File: src/rtl/fp_div_sched_pkg.sv
// Shared types and constants for the divider scheduler.
package fp_div_pkg;

  localparam int unsigned DIV_ITER    = 48;
  localparam int unsigned TIMEOUT_DEF = 64;

  typedef enum logic [1:0] {
    S_IDLE = 2'd0,
    S_LOAD = 2'd1,
    S_RUN  = 2'd2,
    S_RESP = 2'd3
  } state_t;

endpackage

File: src/rtl/fp_div_sched_rr_arb2.sv
// Two-way round-robin grant; the last-grant history lives in the caller.
module rr_arb2 (
  input  logic [1:0] req,
  input  logic       last,
  output logic [1:0] gnt
);

  always_comb begin
    gnt = '0;
    if (req == 2'b11) begin
      // On a tie, favour whoever was not served most recently.
      gnt = last ? 2'b01 : 2'b10;
    end else begin
      gnt = req;
    end
  end

endmodule

File: src/rtl/fp_div_sched.sv
// Schedules two requesters onto one iterative FP divider and returns results.
module fp_div_sched
  import fp_div_pkg::*;
#(
  parameter int unsigned W       = 32,
  parameter int unsigned TIMEOUT = TIMEOUT_DEF,
  parameter int unsigned CW      = 7
) (
  input  logic         clk,
  input  logic         n_rst,
  input  logic         req0_valid,
  output logic         req0_ready,
  input  logic [W-1:0] req0_a,
  input  logic [W-1:0] req0_b,
  input  logic         req1_valid,
  output logic         req1_ready,
  input  logic [W-1:0] req1_a,
  input  logic [W-1:0] req1_b,
  output logic         rsp_valid,
  input  logic         rsp_ready,
  output logic         rsp_id,
  output logic [W-1:0] rsp_result,
  output logic         rsp_ovf,
  output logic         rsp_unf,
  output logic         rsp_err,
  output logic [W-1:0] div_a,
  output logic [W-1:0] div_b,
  output logic         div_load_n,
  input  logic [W-1:0] div_result,
  input  logic         div_ovf,
  input  logic         div_unf,
  input  logic         div_done
);

  localparam logic [CW-1:0] CNT_LAST = CW'(TIMEOUT - 1);

  state_t        state;
  logic          last_grant;
  logic [CW-1:0] cnt;
  logic [1:0]    gnt;

  rr_arb2 u_arb (
    .req  ({req1_valid, req0_valid}),
    .last (last_grant),
    .gnt  (gnt)
  );

  always_comb begin
    req0_ready = (state == S_IDLE) & gnt[0];
    req1_ready = (state == S_IDLE) & gnt[1];
  end

  always_ff @(posedge clk or negedge n_rst) begin
    if (!n_rst) begin
      state      <= S_IDLE;
      last_grant <= 1'b1;
      cnt        <= '0;
      rsp_valid  <= 1'b0;
      rsp_id     <= 1'b0;
      rsp_result <= '0;
      rsp_ovf    <= 1'b0;
      rsp_unf    <= 1'b0;
      rsp_err    <= 1'b0;
      div_a      <= '0;
      div_b      <= '0;
      div_load_n <= 1'b0;
    end else begin
      case (state)
        S_IDLE: begin
          if (|gnt) begin
            div_a      <= gnt[1] ? req1_a : req0_a;
            div_b      <= gnt[1] ? req1_b : req0_b;
            rsp_id     <= gnt[1];
            last_grant <= gnt[1];
            div_load_n <= 1'b0;
            state      <= S_LOAD;
          end else begin
            div_load_n <= 1'b1;
          end
        end
        S_LOAD: begin
          div_load_n <= 1'b1;
          cnt        <= '0;
          state      <= S_RUN;
        end
        S_RUN: begin
          cnt <= cnt + CW'(1);
          // A done seen in the first RUN cycle belongs to the previous operation.
          if (div_done && (cnt != '0)) begin
            rsp_result <= div_result;
            rsp_ovf    <= div_ovf;
            rsp_unf    <= div_unf;
            rsp_err    <= 1'b0;
            rsp_valid  <= 1'b1;
            state      <= S_RESP;
          end else if (cnt == CNT_LAST) begin
            rsp_result <= '0;
            rsp_ovf    <= 1'b0;
            rsp_unf    <= 1'b0;
            rsp_err    <= 1'b1;
            rsp_valid  <= 1'b1;
            state      <= S_RESP;
          end
        end
        S_RESP: begin
          if (rsp_ready) begin
            rsp_valid <= 1'b0;
            state     <= S_IDLE;
          end
        end
        default: state <= S_IDLE;
      endcase
    end
  end

endmodule

File: config.mk
export PLATFORM = sky130hd
export DESIGN_NAME = fp_div_sched
export DESIGN_NICKNAME = d
export VERILOG_FILES = /design/src/rtl/fp_div_sched_pkg.sv /design/src/rtl/fp_div_sched_rr_arb2.sv /design/src/rtl/fp_div_sched.sv
export SDC_FILE = /design/constraint.sdc
export NUM_CORES = 1
export LEC_CHECK = 0
export ABC_CLOCK_PERIOD_IN_PS = 2600
export CORE_ASPECT_RATIO = 0.7
export CORE_MARGIN = 8
export CORE_UTILIZATION = 39
export DETAILED_ROUTE_END_ITERATION = 7
export PLACE_DENSITY = 0.87
export SLEW_MARGIN = 10
export SYNTH_ARGS = -nofsm -noshare
export SYNTH_HDL_FRONTEND = slang
export SYNTH_SLANG_ARGS = --single-unit
File: constraint.sdc
create_clock -name clk -period 2.6 [get_ports clk]
set_input_delay 0.26 -clock clk [delete_from_list [all_inputs] [get_ports clk]]
set_output_delay 0.26 -clock clk [all_outputs]
set_load 0.05 [all_outputs]
==> flow_metrics.tcl <==
set metrics [dict create \
    status "complete, no violations" \
    first_pass_iters 4 \
    multi_input_area_um2 1920 \
    met3_usage 0.0683 \
    crit_fanout 3 \
    worstSetupPathType "reg2out" \
    crit_required_ns 2.34 \
    vias_per_cell 4.96 \
    max_freq_ghz 0.417 \
    ant_nets 0 \
    finalClockSkew_ns 0.0127 \
    num_vias 4292 \
    grt_pass1_vias 4601 \
    drive_gt1_frac 0.0470 \
    drc 0 \
    fin_crit_ns 2.40 \
    max_slew_margin 0.550 \
    post-place-ws_ns 0.356 \
    cts_buffers 9 \
    post_cts_buffers 0 \
    p_leak_nw 3.59 \
    clkSlewWorstSetupHoldPaths_ns 0.08 \
    start_kind "flip-flop" \
    gr-total-overflow 0 \
    syn_area_per_cell_um2 11.3 \
    row_count 34 \
    ys_seq_area_frac 0.576 \
    ys_seq_elements 112 \
    finalSetupViolCount 0 \
    synth_ff_type "dfrtp_1" \
    busiest_layer "met2" \
    wl_per_cell_um 18.3 \
    place_congestion 0.856 \
    layout.nets 872 \
    hold_class "in2async" \
    yosysUniqueCellTypes 33 \
    dp_hpwl_um 12900 \
    power_mw 10.6 \
    groute.usage.overall 0.186 \
    clockRootBuffer "clkbuf_16" \
    slew_viol_final 0 \
    finalWorstSetupSlack_ns 0.199 \
    fillCellCount 938 \
    cts_num_sinks 112 \
    ff_latch_area_um2 2800 \
    grt_antenna_before_repair 0 \
    grt_max_degree 81 \
    grtUsageMet2 0.328 \
    cts_buffer_depth 2 \
    worst_slew_pin_slew_ns 0.675 \
    clkLatencyLatePin_ns 0.34 \
    port_buffers 271 \
    synth-async-reset-ratio 1.00 \
    synth_cells 433 \
    cellPowerDensity_nw_per_um2 1300 \
    drt_wl_total_um 15900 \
    r2r_slack_ns 0.33 \
    htree_levels 3 \
    finalHoldViolations 0 \
    synth_warnings 0 \
    synth_edf_count 0 \
    core_area_um2 12300 \
    io_pins 272 \
    grt_pass1_wl_um 24000 \
    tritoncts "built" \
    dieWidth_um 150 \
    syn_area_um2 4870 \
    fin_crit_sh 0.923 \
    first_iter_violations 211 \
    ir_drop_mv 0.841 \
    endpoint_kind "primary output" \
    dieHeight_um 110 \
    rsz0062_at_grt "no" \
    area_growth_pct 66.1 \
    maxCapViolations 0 \
    initial_core_util 0.396 \
    setup-tns-final_ns 0 \
    met1_usage 0.212 \
    synth_nets 607 \
    design.die.area_um2 16400 \
    cp.arrival_ns 2.14 \
]
-- metrics by stage --
| stage | hold slack [ns] | cells | cell area (um2) | util |
|---|---|---|---|---|
| global route | 0.509 | 864 | 8090 | 0.658 |
| finish | 0.479 | 865 | 8090 | 0.658 |
| floorplan | -0.0356 | 433 | 4870 | - |
| CTS | 0.486 | 864 | 8090 | 0.658 |
| global placement | 0.325 | 848 | 7800 | 0.635 |
| detailed placement | 0.339 | 848 | 7800 | 0.635 |
-- kinds of logic (layout without fill, tap and decap cells) --
logic type	count (synthesis)	in the layout	synth area share
AOI/OAI and AO/OA	120	120	0.158
buffers and inverters	36	305	0.0360
other	0	1	0
adders and majority gates	6	6	0.0154
xor gates and xnor gates	1	1	0.00180
muxes	66	66	0.136
and+or+nand+nor	92	92	0.0781
DFF	112	112	0.576
-- final timing paths --
kind	start	end	cells past startpoint
max	state[0]	req0_ready	5
min	n_rst	div_b[5]	2
max in group asynchronous	n_rst	div_b[28]	3
min in group clk	div_b[9]	div_b[9]	2
max reg2reg	cnt[0]	rsp_result[11]	7
min reg2reg	div_b[9]	div_b[9]	2
-- cell type report --
cell class / instances / share of cell area
timing repair buffer: 283 / 0.354
sequential: 112 / 0.346
clock inverter: 6 / 0.00680
clock buffer: 9 / 0.0278
multi-input combinational: 285 / 0.237
antenna: 1 / 0.000309
tap: 162 / 0.0250
inverter: 7 / 0.00325
-- repair_timing --
| action | 4_1_cts | 5_1_grt |
|---|---|---|
| hold buffers | 1 | 0 |
| hold endpoints to repair | 51 | 0 |
| resized for setup | 0 | 0 |
-- registers in the layout, indices dropped and copies added, names as in the netlist --
signal      count
cnt             7
div_a          32
div_b          32
div_load_n      1
last_grant      1
rsp_err         1
rsp_id          1
rsp_ovf         1
rsp_result     32
rsp_unf         1
rsp_valid       1
state           2
-- cell usage in the layout, fill, tap and decap left out, types with 2 or more instances in the layout --
master | Yosys | final
a21o_1 | 2 | 2
a21oi_1 | 6 | 6
a22o_1 | 35 | 35
and2_1 | 2 | 2
buf_12 | 0 | 5
buf_4 | 0 | 8
clkbuf_16 | 0 | 9
clkdlybuf4s50_1 | 0 | 269
clkinv_4 | 0 | 2
clkinvlp_4 | 0 | 2
dfrtp_1 | 111 | 111
ha_1 | 6 | 6
inv_1 | 7 | 7
inv_8 | 0 | 2
mux2i_1 | 66 | 66
nand2_1 | 70 | 70
nand3_1 | 3 | 3
nor2_1 | 6 | 6
nor2b_1 | 2 | 2
nor3_1 | 4 | 4
o21ai_0 | 68 | 67
o2bb2ai_1 | 2 | 2
-- critical path, stage by stage (launching register included) --
cell and delay, ns:
dfrtp_1 0.42, inv_1 0.12, ha_1 0.22, nand2_1 0.07
a21oi_1 0.15, clkdlybuf4s50_1 0.82
-- cells in the mapped netlist, types with 2 or more instances --
cell type / count / area share
clkbuf_1: 16 / 0.012
buf_6: 4 / 0.0092
o21ai_0: 68 / 0.070
a22o_1: 35 / 0.063
ha_1: 6 / 0.015
nor2_1: 6 / 0.0046
a21oi_1: 6 / 0.0062
nand2_1: 70 / 0.054
a21o_1: 2 / 0.0031
nor3_1: 4 / 0.0041
o2bb2ai_1: 2 / 0.0036
mux2i_1: 66 / 0.14
buf_2: 8 / 0.0082
nor2b_1: 2 / 0.0026
nand3_1: 3 / 0.0031
dfrtp_1: 111 / 0.57
inv_1: 7 / 0.0054
and2_1: 2 / 0.0026
-- metal layers --
layer | routed length (um) | vias to the layer above | part of all wire
met5 | 0 | - | 0
met4 | 221 | 0 | 0.014
met3 | 1490 | 20 | 0.094
met2 | 7910 | 174 | 0.50
met1 | 6250 | 2047 | 0.39
li1 | - | 2051 | -
-- report_power, final --
part | internal (mW) | switching (mW)
clock network | 0.662 | 0.630
logic | 2.17 | 4.10
registers | 2.54 | 0.453
total | 5.37 | 5.18
No activity file was read; power rests on OpenSTA's default activity.
